**config.mk**
```make
export PLATFORM = sky130hd
export DESIGN_NAME = muldiv_unit
export DESIGN_NICKNAME = d
export VERILOG_FILES = /design/src/rtl/muldiv_unit.sv
export SDC_FILE = /design/constraint.sdc
export NUM_CORES = 1
export LEC_CHECK = 0
export CORE_MARGIN = 2
export CORE_UTILIZATION = 55
export CTS_CLUSTER_SIZE = 24
export DETAILED_ROUTE_END_ITERATION = 12
export PLACE_DENSITY = 0.78
export SYNTH_ARGS = -nofsm -noshare
export SYNTH_HDL_FRONTEND = slang
export SYNTH_SLANG_ARGS = --single-unit
```
**constraint.sdc**
```tcl
create_clock -name clk -period 4.3 [get_ports clk]
set_clock_uncertainty 0.1 [all_clocks]
set_input_delay 0.645 -clock clk [delete_from_list [all_inputs] [get_ports clk]]
set_output_delay 0.645 -clock clk [all_outputs]
set_load 0.005 [all_outputs]
```
**src/rtl/muldiv_unit.sv**
```systemverilog
// Iterative RV32M multiply/divide unit: shift-add multiply and restoring divide on
// operand magnitudes, with sign correction and special-case override in a final cycle.
module muldiv_unit #(
    parameter int DATA_WIDTH = 32,
    parameter int CNT_WIDTH  = $clog2(DATA_WIDTH) + 1
) (
    input  logic                  clk,
    input  logic                  reset,
    input  logic                  start,
    input  logic [2:0]            funct3,
    input  logic [DATA_WIDTH-1:0] operand_a,
    input  logic [DATA_WIDTH-1:0] operand_b,
    input  logic                  kill,
    output logic                  busy,
    output logic                  done,
    output logic [DATA_WIDTH-1:0] result
);
    localparam int W = DATA_WIDTH;
    localparam logic [CNT_WIDTH-1:0] CNT_LAST = CNT_WIDTH'(DATA_WIDTH);
    localparam logic [W-1:0] MOST_NEG = {1'b1, {(W-1){1'b0}}};

    typedef enum logic [1:0] {S_IDLE, S_CALC, S_FIN, S_DONE} state_t;

    state_t               state_q, state_d;
    logic [CNT_WIDTH-1:0] cnt_q, cnt_d;
    logic [2:0]           funct3_q, funct3_d;
    logic [W-1:0]         opd_q, opd_d;
    logic [W-1:0]         a_q, a_d;
    logic [2*W:0]         acc_q, acc_d;
    logic                 neg_q, neg_d;
    logic                 rem_neg_q, rem_neg_d;
    logic                 div_zero_q, div_zero_d;
    logic                 ovf_q, ovf_d;
    logic                 busy_q, busy_d;
    logic                 done_q, done_d;
    logic [W-1:0]         result_q, result_d;

    // Handshake: start is sampled only in IDLE (and only when kill is low); busy is
    // high from the cycle after acceptance through the DONE cycle; done pulses one
    // cycle with result valid, and result then holds until the next completed op.
    assign busy   = busy_q;
    assign done   = done_q;
    assign result = result_q;

    logic         a_signed, b_signed, sign_a, sign_b;
    logic [W-1:0] a_mag, b_mag;
    always_comb begin
        a_signed = !(funct3[0] && (funct3[1] || funct3[2]));
        b_signed = (funct3 == 3'b000) || (funct3 == 3'b001) ||
                   (funct3 == 3'b100) || (funct3 == 3'b110);
        sign_a   = a_signed && operand_a[W-1];
        sign_b   = b_signed && operand_b[W-1];
        a_mag    = sign_a ? -operand_a : operand_a;
        b_mag    = sign_b ? -operand_b : operand_b;
    end

    // acc holds {hi, lo}: multiply shifts the product right past an LSB-first multiplier,
    // divide shifts the dividend left into the partial remainder, MSB first.
    logic [W:0]     mul_sum, div_shift, div_diff;
    logic [2*W:0]   mul_next, div_next;
    always_comb begin
        mul_sum   = acc_q[2*W:W] + {1'b0, (acc_q[0] ? opd_q : {W{1'b0}})};
        mul_next  = {1'b0, mul_sum, acc_q[W-1:1]};
        div_shift = {acc_q[2*W-1:W], acc_q[W-1]};
        div_diff  = div_shift - {1'b0, opd_q};
        div_next  = div_diff[W] ? {div_shift, acc_q[W-2:0], 1'b0}
                                : {div_diff,  acc_q[W-2:0], 1'b1};
    end

    logic [2*W-1:0] prod_s;
    logic [W-1:0]   quo_s, rem_s, fin_res;
    always_comb begin
        prod_s  = neg_q ? -acc_q[2*W-1:0] : acc_q[2*W-1:0];
        quo_s   = neg_q ? -acc_q[W-1:0] : acc_q[W-1:0];
        rem_s   = rem_neg_q ? -acc_q[2*W-1:W] : acc_q[2*W-1:W];
        fin_res = {W{1'b0}};
        case (funct3_q)
            3'b000:                 fin_res = prod_s[W-1:0];
            3'b001, 3'b010, 3'b011: fin_res = prod_s[2*W-1:W];
            3'b100, 3'b101: begin
                if (div_zero_q)  fin_res = {W{1'b1}};
                else if (ovf_q)  fin_res = MOST_NEG;
                else             fin_res = quo_s;
            end
            default: begin
                if (div_zero_q)  fin_res = a_q;
                else if (ovf_q)  fin_res = {W{1'b0}};
                else             fin_res = rem_s;
            end
        endcase
    end

    always_comb begin
        state_d    = state_q;
        cnt_d      = cnt_q;
        funct3_d   = funct3_q;
        opd_d      = opd_q;
        a_d        = a_q;
        acc_d      = acc_q;
        neg_d      = neg_q;
        rem_neg_d  = rem_neg_q;
        div_zero_d = div_zero_q;
        ovf_d      = ovf_q;
        busy_d     = busy_q;
        done_d     = 1'b0;
        result_d   = result_q;
        case (state_q)
            S_IDLE: begin
                if (start && !kill) begin
                    state_d    = S_CALC;
                    busy_d     = 1'b1;
                    cnt_d      = '0;
                    funct3_d   = funct3;
                    a_d        = operand_a;
                    neg_d      = sign_a ^ sign_b;
                    rem_neg_d  = sign_a;
                    div_zero_d = (operand_b == {W{1'b0}});
                    ovf_d      = !funct3[0] && (operand_a == MOST_NEG) &&
                                 (operand_b == {W{1'b1}});
                    if (funct3[2]) begin
                        opd_d = b_mag;
                        acc_d = {{(W+1){1'b0}}, a_mag};
                    end else begin
                        opd_d = a_mag;
                        acc_d = {{(W+1){1'b0}}, b_mag};
                    end
                end
            end
            S_CALC: begin
                if (kill) begin
                    state_d = S_IDLE;
                    busy_d  = 1'b0;
                end else if (cnt_q == CNT_LAST) begin
                    state_d = S_FIN;
                end else begin
                    acc_d = funct3_q[2] ? div_next : mul_next;
                    cnt_d = cnt_q + 1'b1;
                end
            end
            S_FIN: begin
                if (kill) begin
                    state_d = S_IDLE;
                    busy_d  = 1'b0;
                end else begin
                    state_d  = S_DONE;
                    result_d = fin_res;
                    done_d   = 1'b1;
                end
            end
            default: begin
                state_d = S_IDLE;
                busy_d  = 1'b0;
            end
        endcase
    end

    always_ff @(posedge clk) begin
        if (reset) begin
            state_q    <= S_IDLE;
            cnt_q      <= '0;
            funct3_q   <= '0;
            opd_q      <= '0;
            a_q        <= '0;
            acc_q      <= '0;
            neg_q      <= 1'b0;
            rem_neg_q  <= 1'b0;
            div_zero_q <= 1'b0;
            ovf_q      <= 1'b0;
            busy_q     <= 1'b0;
            done_q     <= 1'b0;
            result_q   <= '0;
        end else begin
            state_q    <= state_d;
            cnt_q      <= cnt_d;
            funct3_q   <= funct3_d;
            opd_q      <= opd_d;
            a_q        <= a_d;
            acc_q      <= acc_d;
            neg_q      <= neg_d;
            rem_neg_q  <= rem_neg_d;
            div_zero_q <= div_zero_d;
            ovf_q      <= ovf_d;
            busy_q     <= busy_d;
            done_q     <= done_d;
            result_q   <= result_d;
        end
    end
endmodule
```
; Yosys cells after proc, flatten, opt, wreduce, memory -nomap -nowiden
; Cells that the tools add are included.
[word_totals]
output_inout_bits = 34
ff_bits = 178
wordCells = 101
[classes]
bitwise = 3
n_reduce_logical = 27
n_eq_ne = 18
mux = 32
addsub = 8
[op_table]
columns = cell, n
row1 = $mux W32, 11
row2 = $mux W65, 5
row3 = $pmux W65 S2, 1
row4 = $neg A32 Y32, 4
row5 = $pmux W32 S3, 1
row6 = $eq A32 B32 Y1 const B, 2
row7 = $mux W64, 1
row8 = $neg A64 Y64, 1
row9 = $add A33 B32 Y33, 1
row10 = $sub A33 B32 Y33, 1
row11 = $logic_not A32 Y1, 1
row12 = $mux W6, 3
row13 = $eq A3 B3 Y1 const B, 4
row14 = $pmux W6 S2, 1
row15 = $mux W2, 4
row16 = $reduce_and A2 Y1, 4
row17 = $add A6 B1 Y6 const B, 1
row18 = $eq A3 B1 Y1 const B, 2
row19 = $eq A3 B2 Y1 const B, 2
row20 = $eq A6 B6 Y1 const B, 1
row21 = $logic_and A1 B1 Y1, 6
row22 = $logic_not A3 Y1, 2
row23 = $ne A2 B2 Y1 const B, 3
row24 = $pmux W2 S3, 1
row25 = other kinds (15), 25

; Longest topological paths before layout
[logic_depth]
word_depth = 9
mapped_depth = 21
depth_no_buf = 18

; Least setup slack after synthesis
; OpenSTA, ideal clock, no wires.
[synth_timing]
kind = reg-to-reg
start = register acc_q[31]
end = register acc_q[40]
period_less_slack_ps = 4133
path_slack_ps = 167
arrival_ps = 3901
path_stages_with_launch = 20
n_path_buf = 3
cell_sequence = dfxtp_1 > clkbuf_1 > inv_1 > ha_1 > fa_1 > nor2b_1 > o21ai_0 > a21oi_1 > nor2_1 > o211ai_1 > a2111oi_0 > o21ai_0 > o211ai_1 > o21ai_0 > ha_1 > clkbuf_1 > clkbuf_1 > mux2_2 > nand3_1 > a21oi_1
[synth_via]
elab_chain_cells = 6
[synth_rtl]
columns = element, line
row1 = from (decl), 29  ; logic [2*W:0] acc_q, acc_d;
row2 = from (signal assigned), 164  ; acc_q <= '0;
row3 = from (signal assigned), 178  ; acc_q <= acc_d;
row4 = $sub A33 B32 Y33, 65  ; div_diff = div_shift - {1'b0, opd_q};
row5 = $mux W65, 66  ; div_next = div_diff[W] ? {div_shift, acc_q[W-2:0], 1'b0}
row6 = $mux W65, 136  ; acc_d = funct3_q[2] ? div_next : mul_next;
row7 = $mux W65, 133  ; end else if (cnt_q == CNT_LAST) begin
row8 = $mux W65, 130  ; if (kill) begin
row9 = $pmux W65 S2, 107  ; case (state_q)
; No other way between the ends. The select of a mux whose other input is x is not followed.
; A chain may end at the register's enable or synchronous reset.

; Final worst setup path
[layout_timing]
start = register acc_q[32]
end = register result_q[26], in the netlist result[26]
[layout_via]
elab_chain_cells = 5
[layout_rtl]
columns = element, line
row1 = $neg A32 Y32, 75  ; rem_s = rem_neg_q ? -acc_q[2*W-1:W] : acc_q[2*W-1:W];
row2 = $mux W32, 75
row3 = $mux W32, 87  ; else if (ovf_q) fin_res = {W{1'b0}};
row4 = $mux W32, 86  ; if (div_zero_q) fin_res = a_q;
row5 = $pmux W32 S3 *, 77  ; case (funct3_q)
row6 = to (signal assigned), 185  ; result_q <= result_d;
row7 = to (decl), 36  ; logic [W-1:0] result_q, result_d;
; Every way passes the cells marked *; elsewhere a longest branch is shown, timed or not.

==> flow_summary.ini <==
[placement]
dpl.hpwl_um = 46500
port_buffers = 104
place_inst = 2597
pre_cts_ws_ns = -0.152
place.gp.congestion = 1.06
postPlaceCellArea_um2 = 17200

[drt]
drc = 0
ant_nets = 0
drtIter0Drc = 2203
dr.pass1.iters = 6
routedWlPerCell_um = 23.2
vias = 17271
viasPerCell = 6.57
finalWirelength_um = 61000

[yosys]
async_flop_share_pct = 0
syn_nets = 2329
yosys_most_used_dff = dfxtp_1
ys_warn_count = 0
synth.distinct_cells = 71
yosysSeqAreaShare_pct = 22.9
synth_edf_count = 0
syn_area_per_cell_um2 = 7.14
synthesis.area_um2 = 15600
syn_inst = 2180
synth_seq_cells = 178

[timing]
timing.final.crit_share_pct = 94.7
period_needed_ns = 4.07
relSlewSlack_pct = 26.5
finalHoldViolCount = 0
rsz0062_at_grt = false
slew_violations = 0
layout_setup_ws_ns = 0.226
holdWs_ns = 0.346
finalSetupViolCount = 0
fmax_mhz = 245
worstMarginPinSlew_ns = 1.10

[final_layout]
finalNetCount = 2387
fin_util_pct = 64.2
fillers = 2576
syn2layout_area_growth_pct = 14.6
fin_cells = 2629
ff_latch_area_um2 = 3570
layout_common_cells = nand2_1, nor2_1, a21oi_1
stdcell_area_um2 = 17800
final_common_cell = nand2_1
layout-drive-gt1-share_pct = 7.95
num_antenna_cells = 0
multi_input_area_um2 = 11100

[grt]
grt_first_pass_wirelength_um = 92700
antenna_found_initial = 1
grtUsageTotal_pct = 41.2
grt_overflow_total = 0
grt_pass1_vias = 15903
grt_start_max_net_pins = 100

[floorplan]
core_um2 = 27800
fp.dieH_um = 172
die_area_um2 = 29600
rows = 61
die_w_um = 172
ios = 105
start_util_pct = 56.0

[clock_tree]
cts_sinks = 178
clk_pin_slew_ns = 0.07
cts_max_level = 4
cts_max_path_buffers = 2
numCtsBuffers = 17
cts_root_buf = clkbuf_16
hold_buffers = 0
cts_tree = built
clock_latency_ns = 0.45

[run]
drv_cap = 0

[run_status]
status = finished, final reports clean

[critical_path]
crit_slowest_cell = or4_1
end_kind = flop
required_ns = 4.52
path_class = reg -> reg
critical_path_arrival_ns = 4.29
path_cells = inv_1 -> buf_4 -> ha_1 -> or3b_4 -> or3_4 -> nor4_4 -> nand4_2 -> or4_1 -> or3_1 -> o21ai_2 -> xnor2_1 -> a221oi_1 -> nor4_1
slowest_delay_ns = 0.64
crit_fanout = 6
cp-start-kind = flop

[worst_hold_path]
worst_hold_path_type = reg -> reg

[power_and_ir_drop]
power.density_nw_per_um2 = 315
ir_worst_vdd_uv = 248
p_leak_nw = 6.93
## cell usage after synthesis (29+ instances only)
| cell type | number | area (um^2) |
|---|---|---|
| o211ai_1 | 37 | 278 |
| nor4_1 | 31 | 194 |
| dfxtp_1 | 178 | 3560 |
| a211oi_1 | 34 | 255 |
| clkbuf_1 | 142 | 533 |
| a21oi_1 | 196 | 981 |
| nor2_1 | 230 | 863 |
| a21o_1 | 30 | 225 |
| ha_1 | 76 | 951 |
| nor3_1 | 42 | 210 |
| xnor2_1 | 123 | 1080 |
| mux2i_1 | 47 | 470 |
| a221oi_1 | 33 | 289 |
| nand2_1 | 314 | 1180 |
| inv_1 | 72 | 270 |
| o31ai_1 | 29 | 218 |
| xor2_1 | 83 | 727 |
| o21ai_0 | 143 | 716 |
## power breakdown
part           leakage, nW  switching [mW]  internal [mW]
combinational         5.19            1.26          0.759
sequential            1.45           0.163           1.76
clock                0.286           0.750          0.926
## sequential cells by signal, indices dropped and copies added (netlist names)
| signal | flops |
|---|---|
| div_zero_q | 1 |
| funct3_q | 3 |
| ovf_q | 1 |
| rem_neg_q | 1 |
| opd_q | 32 |
| cnt_q | 6 |
| a_q | 32 |
| neg_q | 1 |
| result | 32 |
| acc_q | 65 |
| state_q | 2 |
| busy | 1 |
| done | 1 |
## critical path, delay by kind of cell, from the launching register on
| family | cells | cell delay [ns] |
|---|---|---|
| compound gates | 2 | 0.46 |
| fa+ha+maj | 1 | 0.17 |
| buf+inv | 2 | 0.26 |
| simple gates | 7 | 2.54 |
| xor+xnor | 1 | 0.07 |
| flops | 1 | 0.32 |
## path summary, 6_finish.rpt
check | start | endpoint | slack, ns | cells after the start
hold / removal | result[10] | result[10] | 0.35 | 2
setup reg to reg | acc_q[32] | result[26] | 0.23 | 13
hold reg to reg | result[10] | result[10] | 0.35 | 2
setup / recovery | acc_q[32] | result[26] | 0.23 | 13
## layer usage
layer	vias to the layer above	GRT usage [%]	wire [um]	part of all wire, %
met5	-	0	13	0.021
met2	1090	61.7	25900	42
met1	8106	55.3	24600	40
met3	190	9.70	7010	11
met4	2	21.0	3550	5.8
li1	7883	-	-	-
## metrics by stage
step	TNS, ns	total power, mW
after floorplan	0	3.19
after global placement	-0.0239	3.86
after detailed placement	-1.18	3.89
after CTS	0	5.54
after global routing	0	5.85
final	0	5.62
## layout make-up
cell class / count / share of cell area, %
clock inverter: 13 / 0.961
multi-input combinational: 1769 / 62.5
clock buffer: 19 / 2.43
timing repair buffer: 200 / 9.98
tap: 378 / 2.65
inverter: 72 / 1.52
sequential: 178 / 20.0
## cell families after synthesis
family	share of synthesized area [%]
AO/OA/AOI/OAI	26.0
multiplexers	4.54
AND/OR/NAND/NOR	22.8
XOR/XNOR	11.6
buffers and inverters	5.74
adder cells (fa/ha/maj)	6.37
flip-flops	22.9
## timing repair
action                                  4_1_cts  5_1_grt
endpoints found under the setup margin       20       33
resized for setup                             2        4
cloned                                        0        0
pin swaps                                     0        0
setup buffers                                 0        0
No activity file was read; power rests on OpenSTA's default activity.
